$ cat src/rtl/mem_stage_arb_pkg.sv
// Shared types and defaults for the memory-stage arbiter: lane request/commit
// records, the FSM state encoding and the default bundle geometry.
package mem_stage_arb_pkg;

    localparam int DEF_LANES  = 2;
    localparam int DEF_ADDR_W = 32;
    localparam int DEF_DATA_W = 32;
    localparam int REG_ADDR_W = 5;

    typedef struct packed {
        logic                  read_ena;
        logic                  write_ena;
        logic [DEF_ADDR_W-1:0] addr;
        logic [DEF_DATA_W-1:0] result;
        logic                  write_reg_need;
        logic [REG_ADDR_W-1:0] write_reg_addr;
    } mem_require_t;

    typedef struct packed {
        logic [DEF_DATA_W-1:0] result;
        logic                  write_reg_need;
        logic [REG_ADDR_W-1:0] write_reg_addr;
    } cmt_require_t;

    typedef enum logic [1:0] {
        ST_IDLE,
        ST_ISSUE,
        ST_WAIT_ACK,
        ST_DONE
    } state_t;

    function automatic int lane_idx_w(input int lanes);
        return (lanes > 1) ? $clog2(lanes) : 1;
    endfunction

endpackage

$ cat src/rtl/mem_stage_arb_lane_pick.sv
// Priority encoder: lowest pending memory lane whose index is >= start,
// with a none flag when no such lane remains.
module mem_lane_pick
    import mem_stage_arb_pkg::*;
#(
    parameter int LANES = DEF_LANES,
    parameter int IDX_W = lane_idx_w(LANES)
) (
    input  logic [LANES-1:0] pending,
    input  logic [IDX_W-1:0] start,
    output logic [IDX_W-1:0] lane,
    output logic             none
);

    logic [LANES-1:0] eligible;

    for (genvar gi = 0; gi < LANES; gi++) begin : g_elig
        assign eligible[gi] = pending[gi] && (gi >= int'(start));
    end

    // Scan downward so the lowest eligible lane wins.
    always_comb begin
        lane = '0;
        none = 1'b1;
        for (int i = LANES - 1; i >= 0; i--) begin
            if (eligible[i]) begin
                lane = IDX_W'(i);
                none = 1'b0;
            end
        end
    end

endmodule

$ cat src/rtl/mem_stage_arb.sv
// Memory stage: holds one issue bundle, walks its memory lanes in ascending
// order through a single-outstanding cache port, then presents the results.
module mem_stage_arb
    import mem_stage_arb_pkg::*;
#(
    parameter int LANES  = DEF_LANES,
    parameter int ADDR_W = DEF_ADDR_W,
    parameter int DATA_W = DEF_DATA_W
) (
    input  logic               clk,
    input  logic               rst,
    input  logic               in_valid,
    input  mem_require_t       mem_require [0:LANES-1],
    input  logic               flush,
    output logic               stall,
    output logic               cache_req,
    output logic               cache_we,
    output logic [ADDR_W-1:0]  cache_addr,
    output logic [DATA_W-1:0]  cache_wdata,
    input  logic               cache_ack,
    input  logic [DATA_W-1:0]  cache_rdata,
    output logic               out_valid,
    output cmt_require_t       cmt_require [0:LANES-1]
);

    localparam int IDX_W = lane_idx_w(LANES);

    state_t             state_reg, state_next;
    logic [IDX_W-1:0]   lane_idx_reg, lane_idx_next;
    logic [LANES-1:0]   pending_reg, pending_next;
    logic               flush_reg, flush_next;

    logic                  lane_we_reg   [LANES];
    logic [DEF_ADDR_W-1:0] lane_addr_reg [LANES];
    logic [DEF_DATA_W-1:0] lane_data_reg [LANES];
    cmt_require_t          cmt_reg       [LANES];

    logic [LANES-1:0]   in_mask;
    logic [LANES-1:0]   pending_clr;
    logic [LANES-1:0]   pick_pending;
    logic [IDX_W-1:0]   pick_start;
    logic [IDX_W-1:0]   pick_lane;
    logic               pick_none;
    logic               accept;
    logic               ack_take;

    for (genvar gi = 0; gi < LANES; gi++) begin : g_lane
        assign in_mask[gi]     = mem_require[gi].read_ena | mem_require[gi].write_ena;
        assign cmt_require[gi] = cmt_reg[gi];
    end

    assign pending_clr = pending_reg & ~(LANES'(1) << lane_idx_reg);

    // One encoder serves both the first pick at acceptance and the advance on ack.
    assign pick_pending = (state_reg == ST_IDLE) ? in_mask : pending_clr;
    assign pick_start   = (state_reg == ST_IDLE) ? '0 : lane_idx_reg;

    mem_lane_pick #(
        .LANES (LANES),
        .IDX_W (IDX_W)
    ) u_pick (
        .pending (pick_pending),
        .start   (pick_start),
        .lane    (pick_lane),
        .none    (pick_none)
    );

    always_ff @(posedge clk or posedge rst) begin
        if (rst) begin
            state_reg    <= ST_IDLE;
            lane_idx_reg <= '0;
            pending_reg  <= '0;
            flush_reg    <= 1'b0;
        end else begin
            state_reg    <= state_next;
            lane_idx_reg <= lane_idx_next;
            pending_reg  <= pending_next;
            flush_reg    <= flush_next;
        end
    end

    always_ff @(posedge clk or posedge rst) begin
        if (rst) begin
            for (int i = 0; i < LANES; i++) begin
                lane_we_reg[i]   <= 1'b0;
                lane_addr_reg[i] <= '0;
                lane_data_reg[i] <= '0;
                cmt_reg[i]       <= '0;
            end
        end else if (accept) begin
            for (int i = 0; i < LANES; i++) begin
                lane_we_reg[i]            <= mem_require[i].write_ena;
                lane_addr_reg[i]          <= mem_require[i].addr;
                lane_data_reg[i]          <= mem_require[i].result;
                cmt_reg[i].result         <= mem_require[i].result;
                cmt_reg[i].write_reg_need <= mem_require[i].write_reg_need;
                cmt_reg[i].write_reg_addr <= mem_require[i].write_reg_addr;
            end
        end else if (ack_take) begin
            // Only loads write back; a store keeps its issued record.
            for (int i = 0; i < LANES; i++) begin
                if (IDX_W'(i) == lane_idx_reg && !lane_we_reg[i]) begin
                    cmt_reg[i].result <= DEF_DATA_W'(cache_rdata);
                end
            end
        end
    end

    always_comb begin
        state_next    = state_reg;
        lane_idx_next = lane_idx_reg;
        pending_next  = pending_reg;
        flush_next    = flush_reg;
        accept        = 1'b0;
        ack_take      = 1'b0;
        case (state_reg)
            ST_IDLE: begin
                if (in_valid && !flush) begin
                    accept       = 1'b1;
                    pending_next = in_mask;
                    flush_next   = 1'b0;
                    if (pick_none) begin
                        state_next = ST_DONE;
                    end else begin
                        state_next    = ST_ISSUE;
                        lane_idx_next = pick_lane;
                    end
                end
            end
            ST_ISSUE, ST_WAIT_ACK: begin
                if (cache_ack) begin
                    ack_take     = 1'b1;
                    pending_next = pending_clr;
                    if (flush || flush_reg) begin
                        state_next    = ST_IDLE;
                        flush_next    = 1'b0;
                        lane_idx_next = '0;
                        pending_next  = '0;
                    end else if (pick_none) begin
                        state_next = ST_DONE;
                    end else begin
                        state_next    = ST_ISSUE;
                        lane_idx_next = pick_lane;
                    end
                end else begin
                    // A flush here only takes effect once the open access is acked.
                    if (state_reg == ST_ISSUE) state_next = ST_WAIT_ACK;
                    if (flush) flush_next = 1'b1;
                end
            end
            ST_DONE: begin
                state_next    = ST_IDLE;
                lane_idx_next = '0;
                pending_next  = '0;
            end
            default: begin
                state_next = ST_IDLE;
            end
        endcase
    end

    always_comb begin
        stall       = (state_reg != ST_IDLE);
        cache_req   = (state_reg == ST_ISSUE) || (state_reg == ST_WAIT_ACK);
        cache_we    = cache_req && lane_we_reg[lane_idx_reg];
        cache_addr  = cache_req ? ADDR_W'(lane_addr_reg[lane_idx_reg]) : '0;
        cache_wdata = cache_req ? DATA_W'(lane_data_reg[lane_idx_reg]) : '0;
        out_valid   = (state_reg == ST_DONE) && !flush;
    end

endmodule
$ cat config.mk
export PLATFORM = sky130hd
export DESIGN_NAME = mem_stage_arb
export DESIGN_NICKNAME = d
export VERILOG_FILES = /design/src/rtl/mem_stage_arb_pkg.sv /design/src/rtl/mem_stage_arb_lane_pick.sv /design/src/rtl/mem_stage_arb.sv
export SDC_FILE = /design/constraint.sdc
export NUM_CORES = 1
export LEC_CHECK = 0
export BUFFER_PORTS_ARGS = -buffer_cell sky130_fd_sc_hd__buf_2
export CAP_MARGIN = 20
export CORE_MARGIN = 1
export CORE_UTILIZATION = 51
export DETAILED_ROUTE_END_ITERATION = 10
export PLACE_DENSITY = 0.81
export SLEW_MARGIN = 20
export SYNTH_ARGS = -nofsm -noshare
export SYNTH_HDL_FRONTEND = slang
export SYNTH_SLANG_ARGS = --single-unit
export TNS_END_PERCENT = 50
$ cat constraint.sdc
create_clock -name clk -period 10.1 [get_ports clk]
set_input_delay 2.02 -clock clk [delete_from_list [all_inputs] [get_ports clk]]
set_output_delay 2.02 -clock clk [all_outputs]
set_load 0.005 [all_outputs]
### Word-level counts from Yosys, hierarchy flattened

Index checks and enable logic that the tools add are counted.

* logic and storage cells: 103
* register bits after elaboration: 212
* output and inout bits: 144
* bits of input ports: 181

* reduce and logical (&&, ||, !) cells: 23
* order comparisons: 2
* eq/ne operators: 8
* shift-type cells: 1
* bitwise logic cells: 6
* mux-type cells: 47

Operators with widths (count)
* $mux 32: 14
* $mux 1: 20
* $mux 2: 9
* $pmux 2 s3: 2
* $reduce_bool 2->1: 5
* $ne 3x3->1 const B: 3
* $reduce_and 2->1: 4
* $logic_and 1x1->1: 6
* $eq 2x2->1 const B: 2
* $reduce_and 4->1: 1
* $logic_not 1->1: 3
* $pmux 1 s3: 1
* $and 2x2->2: 1
* $eq 2x1->1 const B: 1
* $ge 2x2->1 const B: 1
* $logic_not 2->1: 1
* $logic_or 1x1->1: 2
* $ne 2x1->1 const B: 1
* $ne 2x2->1 const B: 1
* $not 1->2: 1
* $not 2->2: 1
* $or 1x1->1: 2
* $pmux 1 s2: 1
* $reduce_or 2->1: 1
* other kinds (3): 3

### Logic depth before layout (Yosys ltp)

* word-level depth: 10
* gate-level depth with buffers: 8
* depth with buffers taken out: 6

### Cells and area by module

Synthesis repeated with hierarchy kept, for this count alone.

* cell total of the unflattened synthesis: 1012
* area total of the unflattened synthesis: 9648.0 um2

By module, submodules not included
* mem_stage_arb: area each 9631.7 um2, instances 1, seq. area each 5305.1 um2, cells each 1009
* mem_lane_pick: area each 16.3 um2, instances 1, seq. area each 0.0 um2, cells each 3

### Least setup slack after synthesis

Ideal clock, no wire load.

* kind: input to output
* start: input flush
* end: output out_valid
* stages: 1
* slack: 5.945 ns
* arrival: 2.135 ns
* data required time: 8.080 ns
* cell sequence: nor2b_1

* word-level cells in the longest chain between the ends: 2

RTL lines
* from (decl): RTL line mem_stage_arb.sv:14 `input logic flush,`
* $logic_not 1->1: RTL line mem_stage_arb.sv:168 `out_valid = (state_reg == ST_DONE) && !flush;`
* $logic_and 1x1->1: RTL line mem_stage_arb.sv:168
* to (decl): RTL line mem_stage_arb.sv:22 `output logic out_valid,`

No other way between the ends.

### Worst setup path after layout

* start: register lane_idx_reg
* end: output cache_addr[7]

* word-level cells in the longest chain between the ends: 5

RTL lines
* from (decl): RTL line mem_stage_arb.sv:29 `logic [IDX_W-1:0] lane_idx_reg, lane_idx_next;`
* from (signal assigned): RTL line mem_stage_arb.sv:76 `lane_idx_reg <= lane_idx_next;`
* $not 1->2 (implied by the code): RTL line mem_stage_arb.sv:166 `cache_addr = cache_req ? ADDR_W'(lane_addr_reg[lane_idx_reg]) : '0;`
* $mux 32 (implied by the code) (3 in a row): RTL line mem_stage_arb.sv:166
* $mux 32: RTL line mem_stage_arb.sv:166
* to (decl): RTL line mem_stage_arb.sv:18 `output logic [ADDR_W-1:0] cache_addr,`

No other way between the ends. The select of a mux whose other input is x is not followed.

==> run summary <==
average instance area after synthesis - 9.54 um2
synthesized instance count - 997
via/cell ratio - 5.16
type of the most critical hold path - register to register
input/output buffers - 324
Clock transition at path regs - 0.06 ns
register share of total power - 39.4%
internal portion of total power - 2.39 mW
Final Routed Wirelength - 24.7 mm
met3 track utilization from global routing - 6.42%
count of boundary I/O pins - 325
deepest clock path buffer count - 3
Max Clock Skew - 0.00771 ns
Yosys warning total - 0
Fin Setup TNS - 0 ns
Worst-Margin Slew - 0.949 ns
Finished Core Util - 65.9%
max-cap viol count - 0
clock latency at the later pin of the worst-skew pair - 0.49 ns
switching portion of total power - 36.1%
RSZ-0062 raised after global routing - no
synthesized net count - 1,181
maximum number of pins on one net before global-route repair - 143
maximum clock frequency - 217 MHz
power per cell area - 314 nW/um2
vias in the first global route - 8,036
violation count after the first detailed-routing iteration - 387
relative contribution of combinational cells to total power - 39.5%
GR Util All Layers - 26.0%
setup bufs post-CTS - 0
CP Max Fanout - 41
largest voltage drop on the vdd net - 0.217 mV
sort of element at the end of the critical path - output pin
cell chosen for the clock root - sky130_fd_sc_hd__clkbuf_16
antenna violations before repair - 1
Final Hold Viols - 0
number of sinks handled by clock tree synthesis - 211
number of hold buffers added after CTS - 0
Worst Setup Path Type - register to output pin
Avg WL per Cell - 16.1 um
critical path, cell by cell - buf_4, mux2i_1, nor2b_1, buf_2
violated checks - DRC
site row count - 49
type of origin of the critical path - register
Largest register FFs - 76
Setup violations, final - 0
mapped cell area - 9510 um2
height of the die - 139 um
Max-slew headroom - 36.8%
die area - 19,200 um2
count of distinct cell types in the synthesized netlist - 29
net load switching power - 1.35 mW
Final Net Count - 1,478
number of antenna-violating nets in the routed design - 0
post-DP HPWL - 16.5 mm
overflow left after global routing - 0
GR peak layer - met2
layout cell share with drive strength beyond 1 - 29.0%
clock power share - 21.1%
global-route track usage on met1 - 33.1%
initial cell density of the core - 52.6%
delay of the slowest cell on the worst path - 0.80 ns
CTS tree - done
remaining routing DRC violations - 47
number of max-slew violations in the final report - 0
routed via count - 7,934
pre-CTS WS - 5.64 ns
post-route fraction of the period consumed by the critical path - 45.6%
total number of H-tree levels - 1
CTS-repair resized insts - 0
met2 layer usage reported by global route - 44.3%
area of the core region - 18,100 um2
number of register bits inferred by synthesis - 211
Tmin final - 4.60 ns
wire length of the first global-routing pass - 40.2 mm
Static Leak - 6.56 nW
total iterations of the first detailed-routing run - 8
post-route setup slack - 5.50 ns
Worst EP arrival - 2.58 ns
floorplan die width - 139 um
slowest cell on the critical path - sky130_fd_sc_hd__dfrtp_4
number of buffers added by the clock tree synthesis step - 23
RePlAce Congestion - 0.801
fraction of the yosys area taken by sequential cells - 55.5%
required time at the worst-slack endpoint - 8.08 ns
Area Growth Syn to Fin - 25.3%
status - finished, violations left
stage by stage:
stage	total power [mW]	hold WS (ns)	area, um2	cells
final	3.74	0.471	11900	1538
after global routing	4.01	0.483	11900	1538
after CTS	3.76	0.473	11900	1536
after detailed placement	2.96	0.457	11200	1497
after global placement	2.90	0.453	11200	1497
after floorplan	2.37	0.445	9510	997
Yosys cell counts:
cell type | instances | share of area [%]
sky130_fd_sc_hd__o31ai_1 | 1 | 0.079
sky130_fd_sc_hd__nor2_2 | 1 | 0.066
sky130_fd_sc_hd__nand4b_2 | 1 | 0.16
sky130_fd_sc_hd__nor3b_1 | 1 | 0.079
sky130_fd_sc_hd__mux2i_1 | 129 | 14
sky130_fd_sc_hd__buf_2 | 29 | 1.5
sky130_fd_sc_hd__nand2b_4 | 1 | 0.14
sky130_fd_sc_hd__o31a_1 | 1 | 0.092
sky130_fd_sc_hd__nor3_4 | 1 | 0.17
sky130_fd_sc_hd__nand2_2 | 1 | 0.066
sky130_fd_sc_hd__o21ai_0 | 35 | 1.8
sky130_fd_sc_hd__a221oi_1 | 1 | 0.092
sky130_fd_sc_hd__dfrtp_1 | 211 | 56
sky130_fd_sc_hd__o21ai_1 | 30 | 1.6
sky130_fd_sc_hd__a21oi_1 | 5 | 0.26
sky130_fd_sc_hd__o22a_1 | 1 | 0.092
sky130_fd_sc_hd__mux2_2 | 1 | 0.12
sky130_fd_sc_hd__nand2_1 | 428 | 17
sky130_fd_sc_hd__clkbuf_1 | 19 | 0.75
sky130_fd_sc_hd__nor2b_1 | 67 | 4.4
sky130_fd_sc_hd__buf_4 | 9 | 0.71
sky130_fd_sc_hd__buf_8 | 3 | 0.47
sky130_fd_sc_hd__nor2_1 | 8 | 0.32
sky130_fd_sc_hd__inv_1 | 6 | 0.24
sky130_fd_sc_hd__o22ai_1 | 1 | 0.066
sky130_fd_sc_hd__o21ai_2 | 1 | 0.092
sky130_fd_sc_hd__nand2b_1 | 1 | 0.066
sky130_fd_sc_hd__ha_1 | 3 | 0.39
sky130_fd_sc_hd__a2bb2oi_1 | 1 | 0.092
critical path, delay by kind of cell, from the launching register on:
family                 cells  cell delay [ns]
buffers and inverters      2             0.82
flip-flops                 1             0.80
multiplexers               1             0.32
AND/OR/NAND/NOR            1             0.07
cell usage in the layout (no fill, tap or decap), types with 2 or more instances in the layout:
cell,n
sky130_fd_sc_hd__nand2_1,427
sky130_fd_sc_hd__clkbuf_8,6
sky130_fd_sc_hd__ha_1,2
sky130_fd_sc_hd__o21ai_0,35
sky130_fd_sc_hd__nor2_1,8
sky130_fd_sc_hd__o21ai_1,30
sky130_fd_sc_hd__clkbuf_16,23
sky130_fd_sc_hd__mux2i_1,129
sky130_fd_sc_hd__nor2b_1,67
sky130_fd_sc_hd__a21oi_1,5
sky130_fd_sc_hd__inv_1,5
sky130_fd_sc_hd__dfrtp_1,210
sky130_fd_sc_hd__buf_4,7
sky130_fd_sc_hd__buf_2,324
sky130_fd_sc_hd__clkbuf_1,3
sky130_fd_sc_hd__clkinv_2,6
routing by layer:
layer	vias up	share of wire [%]
met1	3800	41
met3	41	7.9
met5	-	0
li1	3803	-
met4	0	2.4
met2	290	49
power groups by stage:
stage                     Combinational [mW]  Sequential (mW)  Clock (mW)
final                                   1.48             1.47       0.787
after global routing                    1.66             1.52       0.832
after CTS                               1.49             1.47       0.801
after detailed placement                1.48             1.48           0
after global placement                  1.44             1.47           0
after floorplan                        0.934             1.44           0
final timing paths:
kind / from / end / slack [ns] / depth (start not counted)
min reg2reg: cmt_require[38] / cmt_require[38] / 0.47 / 2
min: cmt_require[38] / cmt_require[38] / 0.47 / 2
max: lane_idx_reg / cache_addr[7] / 5.50 / 4
min in group asynchronous: rst / lane_addr_reg[20] / 1.50 / 2
max reg2reg: state_reg[0] / cmt_require[20] / 6.89 / 6
max in group asynchronous: rst / lane_data_reg[55] / 6.85 / 4
area by class of cell:
cell class	instances	area, um2
Antenna cell	1	2.50
Multi-Input combinational cell	720	3900
Clock buffer	32	669
Timing Repair Buffer	332	1700
Tap cell	229	287
Fill cell	1486	6170
Inverter	6	30.0
Sequential cell	211	5280
Clock inverter	7	38.8
logic make-up after synthesis:
kind of cell               synth area share [%]
and+or+nand+nor                            22.4
buffers and inverters                      3.70
muxes                                      13.7
DFF                                        55.5
adders and majority gates                 0.395
AOI/OAI and AO/OA                          4.29
(Power assumes the default switching activity.)
